===== src/rtl/sha3_pipe_scheduler_if.sv =====
// Handshake bundle between requester cores, the shared SHA3 pipe and the scheduler.
interface sha3_pipe_scheduler_if #(
  parameter int N_REQ = 4,
  parameter int ID_W  = 2
);
  logic [N_REQ-1:0] req;
  logic [N_REQ-1:0] grant;
  logic [ID_W-1:0]  slot_id;
  logic             slot_valid;
  logic             pipe_gimme;
  logic             pipe_sample;
  logic             pipe_good;
  logic [N_REQ-1:0] res_valid;
  logic [ID_W-1:0]  res_id;
  logic             busy;
  logic             err_overflow;
  logic             err_underflow;

  modport master (
    input  req, pipe_gimme, pipe_good,
    output grant, slot_id, slot_valid, pipe_sample, res_valid, res_id,
           busy, err_overflow, err_underflow
  );

  modport slave (
    output req, pipe_gimme, pipe_good,
    input  grant, slot_id, slot_valid, pipe_sample, res_valid, res_id,
           busy, err_overflow, err_underflow
  );
endinterface


===== src/rtl/sha3_pipe_scheduler.sv =====
// Round-robin burst sequencer sharing one iterating SHA3 pipe between N_REQ requesters;
// every burst slot is tagged so finalized results can be routed back to their owner.
module sha3_pipe_scheduler #(
  parameter int N_REQ     = 4,
  parameter int BURST_LEN = 14,
  parameter int ID_W      = 2,
  parameter int TAG_DEPTH = 32
) (
  input  logic                  clk,
  input  logic                  rst,
  sha3_pipe_scheduler_if.master bus
);
  localparam int PTR_W  = (TAG_DEPTH > 1) ? $clog2(TAG_DEPTH) : 1;
  localparam int CNT_W  = $clog2(TAG_DEPTH + 1);
  localparam int SLOT_W = (BURST_LEN > 1) ? $clog2(BURST_LEN) : 1;

  typedef enum logic [1:0] {IDLE, BURST, WAIT} state_t;

  state_t            state;
  logic [ID_W-1:0]   rr_ptr;
  logic [SLOT_W-1:0] slot_cnt;
  logic              gimme_q;
  logic              fall_seen;
  logic              err_ovf;
  logic              err_unf;

  logic [ID_W:0]     fifo_mem [TAG_DEPTH];
  logic [PTR_W-1:0]  wr_ptr;
  logic [PTR_W-1:0]  rd_ptr;
  logic [CNT_W-1:0]  count;

  logic [2*N_REQ-1:0] req_dbl;
  logic [N_REQ-1:0]   req_rot;
  logic               any_req;
  logic [ID_W-1:0]    winner;
  logic [ID_W-1:0]    rr_next;
  int unsigned        w_idx;

  logic          start;
  logic          sampling;
  logic          granting;
  logic          full;
  logic          pop;
  logic          push_ok;
  logic [ID_W:0] head;

  // Rotating the request vector by rr_ptr turns round-robin into a fixed-priority scan.
  always_comb begin
    req_dbl = {bus.req, bus.req} >> rr_ptr;
    req_rot = req_dbl[N_REQ-1:0];
    any_req = 1'b0;
    winner  = '0;
    w_idx   = 0;
    for (int unsigned i = 0; i < N_REQ; i++) begin
      if (!any_req && req_rot[i]) begin
        any_req = 1'b1;
        w_idx   = int'(rr_ptr) + i;
        if (w_idx >= N_REQ) w_idx = w_idx - N_REQ;
        winner  = ID_W'(w_idx);
      end
    end
    rr_next = (int'(winner) == N_REQ - 1) ? '0 : winner + 1'b1;
  end

  // Outputs are gated by rst so an asserted reset silences the pipe and requesters at once.
  always_comb begin
    start    = (state == IDLE) && bus.pipe_gimme && any_req && !rst;
    sampling = start || ((state == BURST) && !rst);
    granting = sampling && any_req;
    full     = (count == CNT_W'(TAG_DEPTH));
    pop      = bus.pipe_good && (count != '0);
    push_ok  = sampling && (!full || pop);
    head     = fifo_mem[rd_ptr];

    bus.pipe_sample   = sampling;
    bus.slot_valid    = granting;
    bus.grant         = granting ? (N_REQ'(1) << winner) : '0;
    bus.slot_id       = granting ? winner : '0;
    bus.res_valid     = (pop && head[ID_W]) ? (N_REQ'(1) << head[ID_W-1:0]) : '0;
    bus.res_id        = (pop && head[ID_W]) ? head[ID_W-1:0] : '0;
    bus.busy          = (state != IDLE) || (count != '0);
    bus.err_overflow  = err_ovf;
    bus.err_underflow = err_unf;
  end

  always_ff @(posedge clk) begin
    if (push_ok) fifo_mem[wr_ptr] <= {granting, bus.slot_id};
  end

  always_ff @(posedge clk or posedge rst) begin
    if (rst) begin
      state     <= IDLE;
      rr_ptr    <= '0;
      slot_cnt  <= '0;
      gimme_q   <= 1'b0;
      fall_seen <= 1'b0;
      wr_ptr    <= '0;
      rd_ptr    <= '0;
      count     <= '0;
      err_ovf   <= 1'b0;
      err_unf   <= 1'b0;
    end else begin
      gimme_q <= bus.pipe_gimme;
      if (granting) rr_ptr <= rr_next;

      // The pipe's gimme fall may land late in the burst, so it is tracked from BURST onward.
      case (state)
        IDLE: begin
          if (start) begin
            state     <= BURST;
            slot_cnt  <= SLOT_W'(1);
            fall_seen <= 1'b0;
          end
        end
        BURST: begin
          if (gimme_q && !bus.pipe_gimme) fall_seen <= 1'b1;
          if (slot_cnt == SLOT_W'(BURST_LEN - 1)) begin
            state    <= WAIT;
            slot_cnt <= '0;
          end else begin
            slot_cnt <= slot_cnt + 1'b1;
          end
        end
        WAIT: begin
          if (gimme_q && !bus.pipe_gimme) fall_seen <= 1'b1;
          if (fall_seen && bus.pipe_gimme && !gimme_q) state <= IDLE;
        end
        default: state <= IDLE;
      endcase

      if (push_ok) wr_ptr <= (wr_ptr == PTR_W'(TAG_DEPTH - 1)) ? '0 : wr_ptr + 1'b1;
      if (pop)     rd_ptr <= (rd_ptr == PTR_W'(TAG_DEPTH - 1)) ? '0 : rd_ptr + 1'b1;
      if (push_ok && !pop)      count <= count + 1'b1;
      else if (!push_ok && pop) count <= count - 1'b1;

      if (sampling && full && !pop)           err_ovf <= 1'b1;
      if (bus.pipe_good && (count == '0))     err_unf <= 1'b1;
    end
  end
endmodule


===== src/flat_wrapper.sv =====
// flat-port wrapper written by rule: the top's interface ports become plain ports
module sha3_pipe_scheduler_flat 
#(
  parameter int N_REQ     = 4,
  parameter int BURST_LEN = 14,
  parameter int ID_W      = 2,
  parameter int TAG_DEPTH = 32
)
  (clk, rst, bus_req, bus_pipe_gimme, bus_pipe_good, bus_grant, bus_slot_id, bus_slot_valid, bus_pipe_sample, bus_res_valid, bus_res_id, bus_busy, bus_err_overflow, bus_err_underflow);
  sha3_pipe_scheduler_if #(.N_REQ(N_REQ), .ID_W(ID_W)) bus_i ();
  input  logic clk;
  input  logic rst;
  input wire logic [$bits(bus_i.req)-1:0] bus_req;
  input wire logic [$bits(bus_i.pipe_gimme)-1:0] bus_pipe_gimme;
  input wire logic [$bits(bus_i.pipe_good)-1:0] bus_pipe_good;
  output wire logic [$bits(bus_i.grant)-1:0] bus_grant;
  output wire logic [$bits(bus_i.slot_id)-1:0] bus_slot_id;
  output wire logic [$bits(bus_i.slot_valid)-1:0] bus_slot_valid;
  output wire logic [$bits(bus_i.pipe_sample)-1:0] bus_pipe_sample;
  output wire logic [$bits(bus_i.res_valid)-1:0] bus_res_valid;
  output wire logic [$bits(bus_i.res_id)-1:0] bus_res_id;
  output wire logic [$bits(bus_i.busy)-1:0] bus_busy;
  output wire logic [$bits(bus_i.err_overflow)-1:0] bus_err_overflow;
  output wire logic [$bits(bus_i.err_underflow)-1:0] bus_err_underflow;
  assign bus_i.req = bus_req;
  assign bus_i.pipe_gimme = bus_pipe_gimme;
  assign bus_i.pipe_good = bus_pipe_good;
  assign bus_grant = bus_i.grant;
  assign bus_slot_id = bus_i.slot_id;
  assign bus_slot_valid = bus_i.slot_valid;
  assign bus_pipe_sample = bus_i.pipe_sample;
  assign bus_res_valid = bus_i.res_valid;
  assign bus_res_id = bus_i.res_id;
  assign bus_busy = bus_i.busy;
  assign bus_err_overflow = bus_i.err_overflow;
  assign bus_err_underflow = bus_i.err_underflow;
  sha3_pipe_scheduler #(.N_REQ(N_REQ), .BURST_LEN(BURST_LEN), .ID_W(ID_W), .TAG_DEPTH(TAG_DEPTH)) u_core (.clk(clk), .rst(rst), .bus(bus_i));
endmodule

===== config.mk =====
export PLATFORM = sky130hd
export DESIGN_NAME = sha3_pipe_scheduler_flat
export DESIGN_NICKNAME = d
export VERILOG_FILES = /design/src/rtl/sha3_pipe_scheduler_if.sv /design/src/rtl/sha3_pipe_scheduler.sv /design/src/flat_wrapper.sv
export SDC_FILE = /design/constraint.sdc
export NUM_CORES = 1
export LEC_CHECK = 0
export BUFFER_PORTS_ARGS = -buffer_cell sky130_fd_sc_hd__buf_2
export CAP_MARGIN = 15
export CORE_ASPECT_RATIO = 1.4
export CORE_MARGIN = 2
export CORE_UTILIZATION = 55
export CTS_CLUSTER_DIAMETER = 60
export CTS_CLUSTER_SIZE = 8
export DETAILED_ROUTE_END_ITERATION = 10
export GPL_ROUTABILITY_DRIVEN = 0
export PLACE_DENSITY = 0.85
export SLEW_MARGIN = 30
export SYNTH_ARGS = -nofsm -noshare
export SYNTH_HDL_FRONTEND = slang
export SYNTH_SLANG_ARGS = --single-unit

===== constraint.sdc =====
create_clock -name clk -period 3.23 [get_ports clk]
set_input_delay 0.323 -clock clk [delete_from_list [all_inputs] [get_ports clk]]
set_output_delay 0.323 -clock clk [all_outputs]
set_load 0.01 [all_outputs]

==> results.yml, run 1 <==
run_status:
  status: "finished, final reports clean"
worst_setup_path:
  r2r_start: "u_core.state[0]"
  crit_fanout: 10
  path_buf_inv: 2
  worstPathArrival_ps: 2800
  crit_path_top_delay_cell: "mux4_1"
  max_stage_delay_ps: 600
  cp-start-kind: "flop"
  end_kind: "primary output"
  path_cells: "buf_4, mux4_1, a22oi_1, o2bb2ai_2, nor3b_1, buf_2"
  worst-setup-path-type: "flop to primary output"
  required_ps: 2910
  r2r_end: "u_core.count[5]"
  r2r_cells: 13
  regToRegSetupSlack_ps: 220
  timing.critical_path.max_delay_family: "compound AO/OA/AOI/OAI gates"
floorplanning:
  core-area_um2: 10300
  dieHeight_um: 125
  fp-row-count: 44
  die_w_um: 90.4
  start_util_pct: 55.9
  fp.dieArea_um2: 11300
  io_pins: 25
pwr:
  share_seq_of_total_power_pct: 38.7
  power_frac_comb_pct: 31.9
  power.density_nw_per_um2: 897
  switching_share_pct: 33.8
  p_leak_nw: 2.53
  ir_drop_uv: 657
  power_mw: 5.98
  p_sw_mw: 2.02
  intPower_mw: 3.96
  clkPwrFrac_pct: 29.4
drt:
  drt_wl_total_um: 11600
  drt_pre_antenna_iters: 4
  vias_per_cell: 6.06
  drtIter0Drc: 280
  wl_per_cell_um: 19.5
  via_count: 3602
  drtAntennaViolNets: 0
  remaining_drc_errors: 0
synth:
  syn-num-nets: 431
  yosysTopAreaCell: "edfxtp_1"
  synth_edf_count: 96
  synth_common_cells: "edfxtp_1 (96), nor2_1 (49), dfrtp_1 (28)"
  synth_area_um2: 5750
  synthFlopType: "edfxtp_1"
  synthTopCellsByArea: "edfxtp_1 (50%), dfrtp_1 (12%), mux4_1 (5.5%)"
  synthXorXnorAreaFrac_pct: 0.762
  synthSimpleGateAreaFrac_pct: 10.3
  synth-seq-area-share_pct: 62.3
  synth_cell_types: 55
  synthDominantCellAreaShare_pct: 50.1
  avgSynthCellArea_um2: 14.4
  async_flop_share_pct: 22.6
  synth_seq_cells: 124
  syn_inst: 399
  synth_mux_area_share_pct: 11.5
  synth_top_family_by_area: "multiplexers"
  synth_warnings: 0
  synth_most_common_cell: "edfxtp_1"
  synth_compound_area_share_pct: 7.29
  synthAdderAreaFrac_pct: 5.35
sta:
  fmax_ghz: 0.320
  period_share_pct: 96.6
  finalSetupTns_ps: 0
  worst_slew_pin_slew_ps: 663
  rsz0062_at_grt: "no"
  final-hold-violation-count: 0
  setup_viol: 0
  layout_min_cycle_time_ps: 3120
  hold_slack_ps: 73.7
  maxSlewHeadroom_pct: 55.3
  drv_slew: 0
  clock_skew_ps: 7.57
clock_tree:
  cts_buffer_depth: 2
  clk_latency_ps: 410
  cts.sinks: 124
  cts-htree-levels: 4
  cts_tree: "done"
  cts-root-buf: "clkbuf_16"
  clkSlewWorstSetupHoldPaths_ps: 50
  cts_buffers: 17
placement:
  dpl-instance-area_um2: 6100
  io_buffers: 24
  place_hpwl_um: 7920
  dp_cells: 562
layout:
  diodes: 0
  layout-drive-gt1-share_pct: 20.8
  design_area_um2: 6680
  nNetsFinal: 475
  area.growth.synth_to_final_pct: 16.1
  fillCellCount: 697
  fin_cells: 594
grt:
  antenna_found_initial: 0
  grt_overflow: 0
  grt_pass1_vias: 3672
  grt_pass1_wl_um: 18600
  grt_max_degree: 29
  track_usage_pct: 21.9
hold_path:
  hp-class: "input port to asynchronous set/reset pin"
job:
  maxCapViolations: 0
flip-flops by register name (all words and copies together), names as in the netlist:
| register | count |
|---|---|
| u_core.fifo_mem | 96 |
| u_core.count | 6 |
| u_core.rd_ptr | 5 |
| u_core.wr_ptr | 5 |
| u_core.slot_cnt | 4 |
| u_core.rr_ptr | 2 |
| u_core.state | 2 |
| u_core.bus.err_overflow | 1 |
| u_core.bus.err_underflow | 1 |
| u_core.fall_seen | 1 |
| u_core.gimme_q | 1 |
final cells by class:
class                   count  area (um^2)  area share [%]
flip-flops and latches    124         3590            53.7
multi-input cells         246         2070            31.0
clock buffers              18          429            6.43
repair buffers             38          225            3.37
well taps                 138          173            2.59
clock inverters            14          129            1.93
inverters                  16         60.1           0.900
metal layers:
layer  track usage [%]  share of wire (%)  vias to the layer above
li1                  -                  -                     1624
met1              24.5                 37                     1802
met2              37.2                 53                      143
met3              6.57                5.9                       33
met4              12.3                3.7                        0
met5                 0                  0                        -
power by group through the flow:
stage / registers [mW] / clock network, mW / logic [mW]
2_1_floorplan: 2.18 / 0 / 1.46
3_3_place_gp: 2.31 / 0 / 1.78
3_5_place_dp: 2.33 / 0 / 1.87
4_1_cts: 2.30 / 1.79 / 1.90
5_1_grt: 2.35 / 1.86 / 2.11
6_report: 2.32 / 1.76 / 1.91
kinds of logic (layout without fill, tap and decap cells):
| logic type | count (synthesis) | after routing |
|---|---|---|
| AO/OA/AOI/OAI | 60 | 60 |
| XOR/XNOR | 5 | 5 |
| adder cells (fa/ha/maj) | 24 | 24 |
| buffers and inverters | 29 | 86 |
| flip-flops | 124 | 124 |
| multiplexers | 37 | 37 |
| AND/OR/NAND/NOR | 120 | 120 |
through the flow:
stage	setup WS (ps)	utilization [%]
after floorplan	185	-
after global placement	273	59.3
after detailed placement	159	59.3
after CTS	73.5	64.7
after global routing	14.4	64.8
final	109	64.8
what timing repair did:
item                                    4_1_cts  5_1_grt
endpoints found under the setup margin        4        3
hold endpoints to repair                      0        0
resized for setup                             2        3
setup buffers                                 0        0
hold buffers                                  0        0
gates cloned                                  0        0
how the worst max path moves through the flow:
stage                           startpoint          endpoint  slack, ps  cells after the start
final                     u_core.rd_ptr[0]  bus_res_valid[1]        110                      6
after global routing      u_core.rd_ptr[0]  bus_res_valid[1]         10                      6
after CTS                 u_core.rd_ptr[2]  bus_res_valid[1]         70                      6
after detailed placement   u_core.count[0]   u_core.count[5]        160                     11
after global placement     u_core.count[0]   u_core.count[5]        270                     11
after floorplan            u_core.count[1]   u_core.count[5]        190                     12
worst register-to-register path: cells and delay by family, from the launching register on:
kind / cells / cell delay (ps)
adders and majority gates: 3 / 790
DFF: 1 / 410
xor gates and xnor gates: 1 / 160
buffers and inverters: 2 / 260
and+or+nand+nor: 4 / 620
AOI/OAI and AO/OA: 3 / 660
placed cells by master (no fill, tap or decap), drive strengths merged, types with 3 or more instances in the layout:
cell type   n
nand2      21
nor2       49
buf        38
a21o        6
nand2b      3
nand3       9
nor3        5
mux2i      10
clkinv      9
nand3b      4
a22o        3
ha         23
dfrtp      28
o21ai      16
edfxtp     96
a211oi      4
mux4       19
and2        5
xnor2       3
a21oi      12
or3         4
nor4        4
clkbuf     18
nor2b       3
o22ai       3
o31ai       3
inv        16
mux2        8
o221ai      5
clkinvlp    3
No activity file was read; power rests on OpenSTA's default activity.
==> run 2, diff against run 1 <==
--- a/config.mk
+++ b/config.mk
@@ -5,6 +5,7 @@
 export SDC_FILE = /design/constraint.sdc
 export NUM_CORES = 1
 export LEC_CHECK = 0
+export ABC_AREA = 1
 export BUFFER_PORTS_ARGS = -buffer_cell sky130_fd_sc_hd__buf_2
 export CAP_MARGIN = 15
 export CORE_ASPECT_RATIO = 1.4
@@ -14,7 +15,7 @@
 export CTS_CLUSTER_SIZE = 8
 export DETAILED_ROUTE_END_ITERATION = 10
 export GPL_ROUTABILITY_DRIVEN = 0
-export PLACE_DENSITY = 0.85
+export PLACE_DENSITY = 0.82
 export SLEW_MARGIN = 30
 export SYNTH_ARGS = -nofsm -noshare
 export SYNTH_HDL_FRONTEND = slang
==> constraint.sdc (replaced) <==
create_clock -name clk -period 3.9 [get_ports clk]
set_input_delay 0.39 -clock clk [delete_from_list [all_inputs] [get_ports clk]]
set_output_delay 0.39 -clock clk [all_outputs]
set_load 0.01 [all_outputs]
==> run 2 against run 1 <==
Global-route usage up 2.3 points. Sequential share of layout area down 3.6 points. Sequential power down 17%. Largest cell class unchanged. Register-to-register slack better by 660 ps. First-iteration DRC count up 23%. Clock power down 12%. Critical path type unchanged. Flip-flop and latch count unchanged. Via count up 34%. Synthesized cell count up 70%. Non-clock buffer count down 7. Critical endpoint is now bus_slot_id[1]. Highest routed layer unchanged.
==> results.yml, run 2 <==
sta:
  hold_slack_ps: 111
  layout_min_cycle_time_ps: 3350
  final-hold-violation-count: 0
  worst_slew_pin_slew_ps: 864
  maxSlewHeadroom_pct: 42.3
  fmax_ghz: 0.298
  setup_viol: 0
  finalSetupTns_ps: 0
  clock_skew_ps: 9.56
  drv_slew: 0
  rsz0062_at_grt: "no"
  period_share_pct: 86.0
drt:
  drt_pre_antenna_iters: 5
  remaining_drc_errors: 0
  via_count: 4810
  wl_per_cell_um: 16.5
  drtIter0Drc: 344
  vias_per_cell: 5.61
  drtAntennaViolNets: 0
  drt_wl_total_um: 14100
floorplanning:
  start_util_pct: 56.2
  fp.dieArea_um2: 12500
  io_pins: 25
  die_w_um: 95.0
  fp-row-count: 46
  dieHeight_um: 131
  core-area_um2: 11300
layout:
  final_common_cell: "nand2_1"
  area.growth.synth_to_final_pct: 12.1
  largest_register_ffs: 96
  layout-drive-gt1-share_pct: 13.9
  final_cell_mix: "nand2_1 (152), nor2_1 (107), edfxtp_1 (96), nand3_1 (55), o21ai_0 (51)"
  nNetsFinal: 733
  regMostFlops: "u_core.fifo_mem"
  reg_top3: "u_core.fifo_mem x96, u_core.count x6"
  diodes: 0
pwr:
  p_leak_nw: 2.90
  power.density_nw_per_um2: 818
  ir_drop_uv: 639
clock_tree:
  cts-htree-levels: 4
  cts.sinks: 124
  cts_buffer_depth: 2
  clkSlewWorstSetupHoldPaths_ps: 60
  clk_latency_ps: 420
  cts_setup_buffers: 0
  cts_hold_buffers: 0
  cts-root-buf: "clkbuf_16"
  cts_tree: "done"
  cts_buffers: 17
  ctsResizeCount: 0
synth:
  synth_common_cells: "nand2_1 (152), nor2_1 (109), edfxtp_1 (96)"
  synth_edf_count: 96
  synth_area_um2: 6370
  syn_inst: 677
  synth_warnings: 0
  synth_most_common_cell: "nand2_1"
  synth_seq_cells: 124
  synthFlopType: "edfxtp_1"
  synthDominantCellAreaShare_pct: 45.2
  yosysTopAreaCell: "edfxtp_1"
  synth-seq-area-share_pct: 56.2
  async_flop_share_pct: 22.6
  synth_cell_types: 43
  syn-num-nets: 709
  avgSynthCellArea_um2: 9.41
  synthTopCellsByArea: "edfxtp_1 (45%), dfrtp_1 (11%), nand2_1 (9.0%)"
worst_setup_path:
  path_cells: "inv_6, nand2_1, nand3_1, nand2_2, inv_1, nor2_1, nand3b_1, nand3_1, o21ai_0, nor2_2, buf_2"
  end_kind: "primary output"
  required_ps: 3510
  max_stage_delay_ps: 730
  worst-setup-path-type: "flop to primary output"
  crit_path_top_delay_cell: "nor2_2"
  timing.critical_path.max_delay_family: "simple AND/OR/NAND/NOR gates"
  worstPathArrival_ps: 2960
  crit_fanout: 18
  path_buf_inv: 3
  crit_top_cell: "nand3_1"
  cp-start-kind: "flop"
grt:
  grt_max_degree: 50
  antenna_found_initial: 0
  track_usage_pct: 24.2
  grt_pass1_vias: 4906
  grt_overflow: 0
  grt_pass1_wl_um: 23000
hold_path:
  hp-class: "input port to asynchronous set/reset pin"
placement:
  place_hpwl_um: 9190
  io_buffers: 24
run_status:
  status: "finished, final reports clean"
job:
  maxCapViolations: 0
## run 2: worst paths after layout
path | startpoint | cells after the start | slack (ps) | endpoint
max in group asynchronous | rst | 3 | 3500 | u_core.count[5]
min in group clk | bus_pipe_gimme | 1 | 120 | u_core.gimme_q
min reg2reg | u_core.bus.err_underflow | 1 | 470 | u_core.bus.err_underflow
min | rst | 3 | 110 | u_core.state[1]
max reg2reg | u_core.rr_ptr[0] | 22 | 880 | u_core.count[5]
max | u_core.rr_ptr[0] | 11 | 550 | bus_slot_id[1]
## run 2: report_power, final
part           leakage [nW]  switching, mW  internal, mW
Clock                 0.276          0.559         0.987
Sequential             1.23          0.191          1.73
Combinational          1.39           1.66         0.721
Total                  2.90           2.41          3.44
## run 2: metrics by stage
step | setup slack [ps] | cell area [um^2] | instances | utilization [%] | total power [mW]
final | 547 | 7150 | 858 | 63.0 | 5.85
after global routing | 328 | 7150 | 858 | 63.0 | 6.20
after CTS | 553 | 7150 | 858 | 63.0 | 5.83
after detailed placement | 924 | 6570 | 826 | 57.9 | 4.27
after global placement | 1100 | 6570 | 826 | 57.9 | 4.15
after floorplan | 549 | 6370 | 677 | - | 3.64
## run 2: kinds of logic after synthesis
| logic type | synth area share [%] |
|---|---|
| adder cells (fa/ha/maj) | 4.83 |
| AND/OR/NAND/NOR | 25.8 |
| AO/OA/AOI/OAI | 6.58 |
| XOR/XNOR | 0.687 |
| buffers and inverters | 5.91 |
| flip-flops | 56.2 |
## run 2: layer usage
metal	wire, um	share of wire (%)	track usage, %
met4	542	3.8	11.5
met2	7490	53	43.2
met5	0	0	0
met1	5270	37	26.5
met3	832	5.9	5.33
## run 2: cell type report
| class | count | area [um^2] |
|---|---|---|
| Clock buffer | 17 | 425 |
| Clock inverter | 15 | 155 |
| Fill cell | 849 | 4190 |
| Inverter | 55 | 211 |
| Multi-Input combinational cell | 472 | 2420 |
| Sequential cell | 124 | 3580 |
| Tap cell | 144 | 180 |
| Timing Repair Buffer | 31 | 173 |
## run 2: tightest hold or removal path, cell delays in order
cell   delay (ps)
buf_2         130
inv_1          70
buf_4         360
